`config.mk`:
```
export PLATFORM = sky130hd
export DESIGN_NAME = alu_share_arbiter
export DESIGN_NICKNAME = d
export VERILOG_FILES = /design/src/rtl/alu_share_arbiter.sv
export SDC_FILE = /design/constraint.sdc
export NUM_CORES = 1
export LEC_CHECK = 0
export CORE_MARGIN = 1.5
export CORE_UTILIZATION = 33
export CTS_BUF_LIST = sky130_fd_sc_hd__clkbuf_4
export DETAILED_ROUTE_END_ITERATION = 12
export GPL_TIMING_DRIVEN = 0
export PLACE_DENSITY = 0.67
export SETUP_SLACK_MARGIN = 0.15
export SLEW_MARGIN = 25
export SYNTH_ARGS = -nofsm -noshare
export SYNTH_HDL_FRONTEND = slang
export SYNTH_SLANG_ARGS = --single-unit
```
`constraint.sdc`:
```
create_clock -name clk -period 3 [get_ports clk]
set_clock_uncertainty 0.05 [all_clocks]
set_input_delay 0.6 -clock clk [delete_from_list [all_inputs] [get_ports clk]]
set_output_delay 0.6 -clock clk [all_outputs]
set_load 0.01 [all_outputs]
```
`src/rtl/alu_share_arbiter.sv`:
```
// alu_share_arbiter: round-robin share of one combinational mini-ALU between two requesters
//   req_*  : per-requester operation handshake (valid/ready, fxn, a, b)
//   alu_*  : registered select/operands to the ALU, alu_result sampled back
//   resp_* : per-requester result handshake, resp_data shared
//   busy   : state is not IDLE
module alu_share_arbiter #(
  parameter int OPW = 5,
  parameter int ALU_LAT = 1
) (
  input  logic           clk,
  input  logic           rst,
  input  logic [1:0]     req_valid,
  output logic [1:0]     req_ready,
  input  logic [2:0]     req_fxn0,
  input  logic [2:0]     req_fxn1,
  input  logic [OPW-1:0] req_a0,
  input  logic [OPW-1:0] req_b0,
  input  logic [OPW-1:0] req_a1,
  input  logic [OPW-1:0] req_b1,
  output logic [2:0]     alu_fxn,
  output logic [OPW-1:0] alu_a,
  output logic [OPW-1:0] alu_b,
  input  logic [OPW:0]   alu_result,
  output logic [1:0]     resp_valid,
  input  logic [1:0]     resp_ready,
  output logic [OPW:0]   resp_data,
  output logic           busy
);
  typedef enum logic [1:0] {IDLE, EXEC, RESP} state_t;
  localparam logic [3:0] LAT_M1 = 4'(ALU_LAT - 1);
  state_t state_q, state_d;
  logic last_grant_q, last_grant_d, owner_q, owner_d, g;
  logic [3:0] cnt_q, cnt_d;
  logic [2:0] fxn_q, fxn_d;
  logic [OPW-1:0] a_q, a_d, b_q, b_d;
  logic [OPW:0] data_q, data_d;
  always_comb begin
    g = &req_valid ? ~last_grant_q : req_valid[1];
    req_ready = (!rst && state_q == IDLE && req_valid[g]) ? (g ? 2'b10 : 2'b01) : 2'b00;
    state_d = state_q;
    last_grant_d = last_grant_q;
    owner_d = owner_q;
    cnt_d = cnt_q;
    fxn_d = fxn_q;
    a_d = a_q;
    b_d = b_q;
    data_d = data_q;
    if (|req_ready) begin
      state_d = EXEC;
      owner_d = g;
      last_grant_d = g;
      cnt_d = LAT_M1;
      fxn_d = g ? req_fxn1 : req_fxn0;
      a_d = g ? req_a1 : req_a0;
      b_d = g ? req_b1 : req_b0;
    end
    if (state_q == EXEC) begin
      if (cnt_q == 4'd0) begin
        data_d = alu_result;
        state_d = RESP;
      end else cnt_d = cnt_q - 4'd1;
    end
    if (state_q == RESP && resp_ready[owner_q]) state_d = IDLE;
  end
  always_ff @(posedge clk or posedge rst) begin
    if (rst) begin
      state_q <= IDLE;
      last_grant_q <= 1'b1;
      owner_q <= 1'b0;
      cnt_q <= '0;
      fxn_q <= '0;
      a_q <= '0;
      b_q <= '0;
      data_q <= '0;
    end else begin
      state_q <= state_d;
      last_grant_q <= last_grant_d;
      owner_q <= owner_d;
      cnt_q <= cnt_d;
      fxn_q <= fxn_d;
      a_q <= a_d;
      b_q <= b_d;
      data_q <= data_d;
    end
  end
  assign alu_fxn = fxn_q;
  assign alu_a = a_q;
  assign alu_b = b_q;
  assign resp_data = data_q;
  assign resp_valid = state_q == RESP ? (owner_q ? 2'b10 : 2'b01) : 2'b00;
  assign busy = state_q != IDLE;
endmodule

```
==> results of run 1 <==
flip-flops by register name, indices dropped and copies added (netlist names):
name	flops
resp_data	6
alu_a	5
alu_b	5
cnt_q	4
alu_fxn	3
state_q	2
last_grant_q	1
owner_q	1
worst max path at each step:
stage | from | to
2_1_floorplan | rst | req_ready[1]
3_3_place_gp | rst | req_ready[1]
3_5_place_dp | rst | req_ready[1]
4_1_cts | rst | req_ready[1]
5_1_grt | rst | req_ready[0]
6_report | rst | req_ready[0]
through the flow:
step                      setup TNS (ns)  area, sq um  hold slack (ns)   util
after CTS                              0         1990            0.472  0.538
after detailed placement         -0.0813         1950            0.439  0.530
final                                  0         1990            0.467  0.539
after global routing                   0         1990            0.491  0.539
after floorplan                        0         1280            0.417      -
after global placement           -0.0823         1950            0.424  0.530
worst max-delay path, stage by stage:
cell,delay (ns)
clkdlybuf4s50_1,0.44
nor3_2,0.17
buf_6,0.16
and3_4,0.18
buf_6,0.12
buf_6,0.14
dlygate4sd2_1,0.27
layout make-up:
cell class	instances	area share
inverter	3	0.00566
timing repair buffer	61	0.308
clock buffer	4	0.0151
multi-input combinational	68	0.272
sequential	27	0.340
buffer	8	0.0289
tap	48	0.0302
power groups by stage:
stage / clock, uW / sequential [uW] / combinational, uW
6_report: 166 / 619 / 823
3_3_place_gp: 0 / 619 / 812
3_5_place_dp: 0 / 625 / 827
5_1_grt: 188 / 641 / 888
2_1_floorplan: 0 / 666 / 353
4_1_cts: 171 / 619 / 832
timing repair:
item                       CTS  global route
pin swaps                    1             1
setup buffers                0             0
resized for setup            3             1
setup endpoints to repair    2             2
synth_stat cells, types with 2 or more instances:
cell	n
mux2_2	5
dfrtp_1	26
buf_6	3
nor3_1	2
clkbuf_1	4
a31o_2	2
a221o_1	13
a21oi_1	4
inv_1	3
nand2_1	5
or2_2	2
a21o_1	2
nor2_1	2
a21boi_0	13
kinds of logic after synthesis:
| family | share of synthesized area |
|---|---|
| and+or+nand+nor | 0.122 |
| AOI/OAI and AO/OA | 0.229 |
| adders and majority gates | 0.00975 |
| muxes | 0.0605 |
| DFF | 0.528 |
| buffers and inverters | 0.0507 |
cells in the final DEF, fill, tap and decap left out, drive strengths merged:
cell type | netlist | routed
or2b | 1 | 1
mux2i | 1 | 1
mux2 | 6 | 6
nand2 | 5 | 5
a31o | 2 | 2
inv | 3 | 3
buf | 4 | 4
nor4 | 1 | 1
ha | 1 | 1
o21ai | 1 | 1
dlymetal6s2s | 0 | 1
clkdlybuf4s50 | 0 | 59
and3 | 2 | 2
dfrtp | 26 | 26
dlygate4sd2 | 0 | 1
a21o | 2 | 2
clkbuf | 4 | 8
nor2 | 2 | 2
or2 | 3 | 3
or4b | 1 | 1
dfstp | 1 | 1
nor4b | 1 | 1
a21boi | 13 | 13
a21oi | 4 | 4
nor3 | 3 | 3
nor3b | 2 | 2
a2bb2oi | 1 | 1
and3b | 1 | 1
nand2b | 1 | 1
nor2b | 1 | 1
a221o | 13 | 13
per-layer routing:
metal	GRT usage	share of wire	up-vias
li1	-	-	526
met1	0.218	0.45	567
met2	0.278	0.49	35
met3	0.0411	0.053	6
met4	0.0365	0.0087	0
met5	0	0	-
==> flow_metrics.py, run 1 <==
metrics = {
    "outcome": {
        "outcome": "completed",
    },
    "clock_network": {
        "numClockSinks": 27,
        "clockBufferDepth": 2,
        "cts_tree": "yes",
        "h-tree-depth": 1,
        "clk_latency_ns": 0.32,
        "numCtsBuffers": 3,
        "cts_hold_buf": 0,
        "path_clk_slew_ns": 0.14,
        "cts_root_buf": "clkbuf_4",
    },
    "worst_setup_path": {
        "worstReg2RegEnd": "resp_data[0]",
        "r2r-start": "cnt_q[0]",
        "start_kind": "input port",
        "crit_fanout": 10,
        "rrSetupSlack_ns": 1.13,
        "crit_arrival_ns": 2.09,
        "cp_data_required_time_ns": 2.35,
        "crit_type": "in -> out",
        "endpoint_kind": "primary output",
        "rr_worst_depth": 5,
    },
    "synthesis": {
        "yosysTopAreaCellShare": 0.507,
        "synth_area_leaders": "dfrtp_1, a221o_1, a21boi_0",
        "yosys_most_used_dff": "dfrtp_1",
        "yosys.area.top_type": "dfrtp_1",
        "synth.avg_cell_area_sq_um": 12.1,
        "synth_cells": 106,
        "synth_async_sr_flop_share": 1.00,
        "synth_seq_area_share": 0.528,
        "synth_edf_count": 0,
        "synth_cell_type_count": 34,
        "ys_seq_elements": 27,
        "synth.cell_area_sq_um": 1280,
        "synth_warnings": 0,
        "synth_nets": 145,
    },
    "power_and_ir_drop": {
        "power.internal_uw": 1080,
        "power.total_uw": 1610,
        "p_seq_frac": 0.385,
        "p_per_area_nw_per_um2": 808,
        "swShare": 0.328,
        "p_clk_frac": 0.103,
        "switchingPower_uw": 528,
        "leakage_uw": 0.000858,
        "vdd_drop_max_uv": 362,
        "power_frac_comb": 0.512,
    },
    "hold_path": {
        "hold_end": "cnt_q[1]",
        "hold_path_startpoint": "cnt_q[1]",
        "hold_class": "reg -> reg",
        "holdPathStages": 1,
    },
    "floorplanning": {
        "fp.coreArea_sq_um": 3690,
        "rows": 22,
        "initial_core_util": 0.348,
        "die_area_sq_um": 4270,
        "die_h_um": 65.3,
        "die_x_um": 65.3,
        "pin_count": 62,
    },
    "routing": {
        "dr_total_vias": 1134,
        "detail_route.wl_per_cell_um": 15.3,
        "drtIter0Drc": 41,
        "drt-pass1-iter-count": 4,
        "drt_wl_total_um": 3340,
        "antenna_left": 0,
        "vias_per_cell": 5.18,
        "drc": 0,
    },
    "layout": {
        "ff_latch_area_sq_um": 677,
        "drive_gt1_frac": 0.135,
        "fill_cells": 337,
        "multiInputGateArea_sq_um": 541,
        "final_nets": 211,
        "diodes": 0,
        "area_growth_pct": 55.0,
        "stdcell_count": 219,
    },
    "global_route": {
        "grt_antenna_before_repair": 0,
        "grt_pass1_wl_um": 5570,
        "grt_start_max_net_pins": 28,
        "overflow": 0,
        "grt_pass1_vias": 1221,
        "grt_usage": 0.166,
    },
    "sta": {
        "rsz0062_at_grt": "no",
        "fmax_mhz": 365,
        "fin_crit_sh": 0.914,
        "slew_headroom": 0.617,
        "setup_slack_ns": 0.259,
        "period_needed_ns": 2.74,
        "setup_viol_count_final": 0,
        "hold_violations": 0,
        "maxSlewViolCount": 0,
        "tightestPinTransition_ns": 0.573,
    },
    "placed_design": {
        "place_ws_ns": -0.0792,
        "dp.cells": 215,
        "dp_hpwl_um": 2570,
        "io_buffers": 61,
        "gpl.final_weighted_congestion": 0.817,
    },
    "job": {
        "cap_violations": 0,
    },
}
No activity file was read; power rests on OpenSTA's default activity.
==> inputs of run 2 (changes only) <==
--- a/config.mk
+++ b/config.mk
@@ -5,6 +5,7 @@
 export SDC_FILE = /design/constraint.sdc
 export NUM_CORES = 1
 export LEC_CHECK = 0
+export ABC_AREA = 0
 export CORE_MARGIN = 1.5
 export CORE_UTILIZATION = 33
 export CTS_BUF_LIST = sky130_fd_sc_hd__clkbuf_4
==> results of run 2 <==
Same layout as run 1: the final DEF is identical, and so are final timing and power.
